### config.mk
export PLATFORM = sky130hd
export DESIGN_NAME = id_ex_pipe_reg
export DESIGN_NICKNAME = d
export VERILOG_FILES = /design/src/rtl/pipe_pkg.sv /design/src/rtl/pipe_skid_slot.sv /design/src/rtl/id_ex_pipe_reg.sv
export SDC_FILE = /design/constraint.sdc
export NUM_CORES = 1
export LEC_CHECK = 0
export ABC_AREA = 1
export CAP_MARGIN = 5
export CORE_ASPECT_RATIO = 0.6
export CORE_UTILIZATION = 30
export DETAILED_ROUTE_END_ITERATION = 16
export MAX_ROUTING_LAYER = met4
export SYNTH_ARGS = -nofsm -noshare
export SYNTH_HDL_FRONTEND = slang
export SYNTH_SLANG_ARGS = --single-unit
### constraint.sdc
create_clock -name clk -period 2.6 [get_ports clk]
set_input_delay 0.65 -clock clk [delete_from_list [all_inputs] [get_ports clk]]
set_output_delay 0.65 -clock clk [all_outputs]
set_load 0.05 [all_outputs]
### src/rtl/pipe_pkg.sv
// Shared definitions for the decode -> execute pipeline register.
// Default widths match the 16-bit core; wider variants override the
// module parameters and use the flat payload vector built by the top.
package pipe_pkg;

  localparam int unsigned INST_W     = 16;
  localparam int unsigned DATA_W     = 16;
  localparam int unsigned ALU_CMD_W  = 3;
  localparam int unsigned REG_ADDR_W = 3;

  // Field order here is the bit order of the flat payload vector (MSB first).
  typedef struct packed {
    logic [INST_W-1:0]     inst;
    logic [DATA_W-1:0]     read1;
    logic [DATA_W-1:0]     read2;
    logic                  wr_en;
    logic [ALU_CMD_W-1:0]  alu_cmd;
    logic [REG_ADDR_W-1:0] write_addr;
  } id_ex_payload_t;

  // Width of the flat payload for an arbitrary set of field widths.
  function automatic int unsigned payload_width(
    input int unsigned inst_w,
    input int unsigned data_w,
    input int unsigned alu_cmd_w,
    input int unsigned reg_addr_w
  );
    return inst_w + 2 * data_w + 1 + alu_cmd_w + reg_addr_w;
  endfunction

endpackage

### src/rtl/pipe_skid_slot.sv
// One payload register with a full flag. Used for the main slot and,
// when the skid buffer is built in, for the skid slot.
// Priority: rst > clear > load > unload. Clear keeps the payload bits so
// downstream outputs stay stable while the slot is empty.
module pipe_skid_slot #(
  parameter int unsigned W = 8
) (
  input  logic         clk,
  input  logic         rst,
  input  logic         load,
  input  logic         unload,
  input  logic         clear,
  input  logic [W-1:0] data_in,
  output logic         full,
  output logic [W-1:0] data
);

  // Slot state: reset zeroes everything, load wins over unload.
  always_ff @(posedge clk) begin
    if (rst) begin
      full <= 1'b0;
      data <= '0;
    end else if (clear) begin
      full <= 1'b0;
    end else if (load) begin
      full <= 1'b1;
      data <= data_in;
    end else if (unload) begin
      full <= 1'b0;
    end
  end

endmodule

### src/rtl/id_ex_pipe_reg.sv
// ID -> EX pipeline register with valid/ready handshake and flush.
// Define ID_EX_PIPE_SKID_EN to add a one-entry skid slot; in_ready then
// comes from a flop and has no combinational path from out_ready.
// Without it, in_ready = !out_valid || out_ready.
module id_ex_pipe_reg #(
  parameter int unsigned INST_W     = pipe_pkg::INST_W,
  parameter int unsigned DATA_W     = pipe_pkg::DATA_W,
  parameter int unsigned ALU_CMD_W  = pipe_pkg::ALU_CMD_W,
  parameter int unsigned REG_ADDR_W = pipe_pkg::REG_ADDR_W
) (
  input  logic                  clk,
  input  logic                  rst,
  input  logic                  in_valid,
  output logic                  in_ready,
  input  logic [INST_W-1:0]     inst,
  input  logic [DATA_W-1:0]     read1,
  input  logic [DATA_W-1:0]     read2,
  input  logic                  wr_en,
  input  logic [ALU_CMD_W-1:0]  alu_cmd,
  input  logic [REG_ADDR_W-1:0] write_addr,
  input  logic                  flush,
  output logic                  out_valid,
  input  logic                  out_ready,
  output logic [INST_W-1:0]     inst_out,
  output logic [DATA_W-1:0]     read1_out,
  output logic [DATA_W-1:0]     read2_out,
  output logic                  wr_en_out,
  output logic [ALU_CMD_W-1:0]  alu_cmd_out,
  output logic [REG_ADDR_W-1:0] write_addr_out
);

  import pipe_pkg::*;

  localparam int unsigned PW = payload_width(INST_W, DATA_W, ALU_CMD_W, REG_ADDR_W);

  logic [PW-1:0] in_payload;
  logic [PW-1:0] main_din;
  logic [PW-1:0] main_data;
  logic          main_full;
  logic          main_load;
  logic          xfer_in;
  logic          xfer_out;
  logic          stored_wr_en;

  assign in_payload = {inst, read1, read2, wr_en, alu_cmd, write_addr};
  assign xfer_in    = in_valid && in_ready;
  assign xfer_out   = main_full && out_ready;

`ifdef ID_EX_PIPE_SKID_EN
  logic [PW-1:0] skid_data;
  logic          skid_full;
  logic          skid_load;
  logic          skid_unload;

  // in_ready depends only on the skid flop, never on out_ready.
  assign in_ready = !skid_full;

  // Steering: a full skid refills main on drain (in_ready is low then);
  // otherwise a new beat goes to main if main frees up, else into skid.
  always_comb begin
    main_load   = 1'b0;
    main_din    = in_payload;
    skid_load   = 1'b0;
    skid_unload = 1'b0;
    if (skid_full) begin
      main_load   = xfer_out;
      main_din    = skid_data;
      skid_unload = xfer_out;
    end else if (xfer_in) begin
      if (!main_full || out_ready) begin
        main_load = 1'b1;
      end else begin
        skid_load = 1'b1;
      end
    end
  end

  pipe_skid_slot #(.W(PW)) u_skid (
    .clk     (clk),
    .rst     (rst),
    .load    (skid_load),
    .unload  (skid_unload),
    .clear   (flush),
    .data_in (in_payload),
    .full    (skid_full),
    .data    (skid_data)
  );
`else
  assign in_ready  = !main_full || out_ready;
  assign main_load = xfer_in;
  assign main_din  = in_payload;
`endif

  // Flush clears the slot inside pipe_skid_slot, overriding any load.
  pipe_skid_slot #(.W(PW)) u_main (
    .clk     (clk),
    .rst     (rst),
    .load    (main_load),
    .unload  (xfer_out),
    .clear   (flush),
    .data_in (main_din),
    .full    (main_full),
    .data    (main_data)
  );

  assign {inst_out, read1_out, read2_out, stored_wr_en, alu_cmd_out, write_addr_out} = main_data;

  // A bubble must never write the register file.
  assign wr_en_out = stored_wr_en && main_full;
  assign out_valid = main_full;

endmodule

Word level (Yosys, flattened, before mapping)

Index checks and enable logic that the tools add are counted.

Mux-type cells: 2
Reductions and logical operators: 8
Bitwise logic cells: 1

Operators with widths:

| kind                | count |
|---|---|
| logical AND 1 bit   | 3 |
| 2-to-1 mux 1 bit    | 2 |
| AND reduction 2 bit | 1 |
| nonzero test 2 bit  | 1 |
| OR reduction 2 bit  | 1 |
| logical NOT 1 bit   | 1 |
| logical OR 1 bit    | 1 |
| inverter 1 bit      | 1 |

Word-level logic and storage cells: 13
Register bits: 56

Longest topological paths before layout

Gate-level depths: netlist of run 1.

Depth after elaboration: 4
Mapped depth: 7

Modules after synthesis

From an unflattened synthesis of run 1, not the netlist that was laid out.

Cells, all modules: 370
Area, all modules: 2518.7 µm²

By module, submodules not included:

| module         | cells each | times used | sequential area each (µm²) | area an instance (µm²) |
|---|---|---|---|---|
| pipe_skid_slot | 362        | 1          | 1121.1                     | 2483.6 |
| id_ex_pipe_reg | 8          | 1          | 0.0                        | 35.0 |

Worst setup path before layout of run 1

OpenSTA, ideal clock, no wires.

Path type: register -> output
Start: reg u_main.full
End: out in_ready
Stages on the path, launching flop included: 4
Path slack: 767 ps
Arrival: 1183 ps
Required time: 1950 ps
Path buffers: 2
Cell sequence: dfxtp_1 > nand2_1 > buf_6 > buf_4

Cells in the longest elaborated chain, start to end: 2

RTL lines:

| element                | line                 | RTL |
|---|---|---|
| start, declared        | pipe_skid_slot.sv:14 | `output logic full,` |
| start signal, assigned | pipe_skid_slot.sv:21 | `full <= 1'b0;` |
| start signal, assigned | pipe_skid_slot.sv:24 | `full <= 1'b0;` |
| start signal, assigned | pipe_skid_slot.sv:26 | `full <= 1'b1;` |
| logical NOT 1 bit      | id_ex_pipe_reg.sv:89 | `assign in_ready = !main_full \|\| out_ready;` |
| logical OR 1 bit       | id_ex_pipe_reg.sv:89 |  |
| end, declared          | id_ex_pipe_reg.sv:14 | `output logic in_ready,` |

Every way passes these cells.

Worst setup path in the final report of run 1

Start: reg u_main.full
End: out wr_en_out

Cells in the longest elaborated chain, start to end: 1

RTL lines:

| element           | line                  | RTL |
|---|---|---|
| logical AND 1 bit | id_ex_pipe_reg.sv:109 | `assign wr_en_out = stored_wr_en && main_full;` |
| end, declared     | id_ex_pipe_reg.sv:27  | `output logic wr_en_out,` |

Every way passes these cells.

==> results.toml, run 1 <==
[hold_path]
hold_path_class = "reg2reg"
min_from = "u_main.data[27]"
min_path_cells = 2
holdPathEnd = "u_main.data[27]"

[power_and_ir_drop]
p_leak_nw = 1.77
vdd_drop_max_mv = 0.256
switchingPower_uw = 667
p_int_mw = 1.51
swShare_pct = 30.7
power_density_mw_per_mm2 = 560
seqPwrFrac_pct = 43.6
clkPwrFrac_pct = 29.0
power_mw = 2.18
p_comb_share_pct = 27.4

[clocking]
cts_sinks = 56
clkLatencyLatePin_ps = 280
clockRootBuffer = "clkbuf_16"
clk_pin_slew_ps = 70
cts_resized = 0
cts_hold_buf = 0
cts_tree = "yes"
cts_max_level = 2
clockBufferDepth = 2
post_cts_buffers = 0
cts_buffers = 5

[grt]
antenna_found_initial = 0
grt_max_degree = 88
grt_pass1_vias = 2379
grt_pass1_wl_um = 10500
track_usage_pct = 13.2
overflow = 0

[placed_design]
dp_hpwl_um = 4370
port_buffers = 116
place_congestion = 0.694
dp_slack_ps = 508
dpl_cell_area_mm2 = 0.00375

[sta]
fin_crit_sh_pct = 87.1
grt_setup_unrepaired = "false"
holdWs_ps = 484
fin_tns_setup_ps = 0
max_freq_mhz = 442
hold_viol_final = 0
period_needed_ps = 2260
skew_ps = 2.23
slew_headroom_pct = 63.9
fin_ws_ps = 336
slew_violations = 0
setup_viol = 0
worstMarginPinSlew_ps = 540

[floorplanning]
rows = 27
die_y_um = 79.2
initial_utilization_pct = 31.7
core_mm2 = 0.00939
die-area_mm2 = 0.0104
io_pins = 117
die_w_um = 131

[synth]
ys_warn_count = 0
synthCells = 423
netlist_area_mm2 = 0.00298
synth_top_area_cell = "dfxtp_1"
ys_seq_elements = 56
synth_top_area_share_pct = 37.6
syn_nets = 483
synth_cell_types = 14
syn_area_per_cell_um2 = 7.05
ys_top_cells_by_area = "dfxtp_1, buf_4, a21oi_1"
seq_area_frac_synth_pct = 37.6

[route]
routed_via_density = 4.22
dr.first_iter.drc_count = 94
wl_per_cell_um = 10.6
detail-route-antenna-nets = 0
vias = 2525
postRouteWirelength_um = 6350
drc = 0
drt_first_pass_iters = 5

[cells_and_area]
final_cell_mix = "clkdlybuf4s50_1, inv_1, a21oi_1, nand2_1, dfxtp_1"
drive_above_1_share_pct = 3.42
layout_commonest_cell = "clkdlybuf4s50_1"
syn2layout_area_growth_pct = 30.4
num_antenna_cells = 0
final_nets = 528
design_area_mm2 = 0.00388
fillers = 1004

[run]
drv_cap = 0

[critical_path]
crit_family = "buffers and inverters"
worstPathMaxFanout = 4
r2r_end = "u_main.data[18]"
r2r_cells = 5
crit_cells = 3
crit_chain = "nand2_1 -> inv_1 -> clkdlybuf4s50_1"
critical_path_buf_inv_count = 2
crit_type = "reg2out"
crit_arrival_ps = 1610
cp_slowest_cell = "clkdlybuf4s50_1"
regToRegSetupSlack_ps = 1400
startpoint_type = "register"
slowest_delay_ps = 790
end_kind = "output pin"
worst-endpoint-required_ps = 1950
r2r_start = "u_main.full"

[run_status]
status = "finished clean"
synth_stat cells, drive strengths merged:
library cell	count
nand2	57
buf	80
nor3	1
clkbuf	3
nor2	56
nand3	55
a21oi	56
dfxtp	56
inv	59
logic make-up after synthesis:
| logic type | synth area share (%) |
|---|---|
| buf+inv | 29.3 |
| compound gates | 9.40 |
| flops | 37.6 |
| simple gates | 23.7 |
power by group through the flow:
stage	logic (mW)	clock network (mW)	registers (mW)
CTS	0.601	0.667	0.949
global route	0.646	0.698	0.956
finish	0.596	0.632	0.949
global placement	0.595	0	0.966
floorplan	0.463	0	0.961
detailed placement	0.600	0	0.968
how the worst max path moves through the flow:
stage | start | endpoint | slack (ps)
after global routing | u_main.full | wr_en_out | 230
after detailed placement | in_valid | u_main.data[18] | 510
final | u_main.full | wr_en_out | 340
after CTS | u_main.full | wr_en_out | 310
after floorplan | u_main.full | in_ready | 770
after global placement | out_ready | in_ready | 520
flip-flops by register name (all words and copies together), names as in the netlist:
register,cells
u_main.data,55
u_main.full,1
cell type report:
class | instances | area [um2] | area share [%]
Clock inverter | 1 | 5.00 | 0.129
Clock buffer | 6 | 129 | 3.32
Tap cell | 130 | 163 | 4.19
Sequential cell | 56 | 1120 | 28.9
Inverter | 59 | 221 | 5.70
Timing Repair Buffer | 121 | 1250 | 32.1
Multi-Input combinational cell | 225 | 1000 | 25.7
metal layers:
layer	wire, um	part of all wire, %	vias to the layer above	GRT usage, %
li1	-	-	1338	-
met1	3050	48	1103	15.2
met2	2660	42	79	21.6
met3	601	9.5	5	5.32
met4	37	0.58	0	2.76
met5	0	0	-	-
metrics by stage:
step | util [%] | cells
after floorplan | - | 423
after CTS | 41.4 | 598
final | 41.4 | 598
after global routing | 41.4 | 598
after detailed placement | 39.9 | 591
after global placement | 39.9 | 591
worst reg2reg max path: stages (launching register included):
cell	delay [ps]
dfxtp_1	360
nand2_4	130
buf_12	320
nand3_1	160
nand2_1	90
nor2_1	40
(Power assumes the default switching activity.)
==> inputs of run 2 (changes only) <==
--- a/config.mk
+++ b/config.mk
@@ -6,7 +6,6 @@
 export NUM_CORES = 1
 export LEC_CHECK = 0
 export ABC_AREA = 1
-export CAP_MARGIN = 5
 export CORE_ASPECT_RATIO = 0.6
 export CORE_UTILIZATION = 30
 export DETAILED_ROUTE_END_ITERATION = 16
==> results of run 2 <==
Final layout, timing and power as in run 1 (identical DEF).
==> inputs of run 3 (changes only) <==
--- a/config.mk
+++ b/config.mk
@@ -9,6 +9,7 @@
 export CORE_ASPECT_RATIO = 0.6
 export CORE_UTILIZATION = 30
 export DETAILED_ROUTE_END_ITERATION = 16
+export GPL_ROUTABILITY_DRIVEN = 0
 export MAX_ROUTING_LAYER = met4
 export SYNTH_ARGS = -nofsm -noshare
 export SYNTH_HDL_FRONTEND = slang
==> results of run 3 <==
Final layout, timing and power as in run 1 (identical DEF).
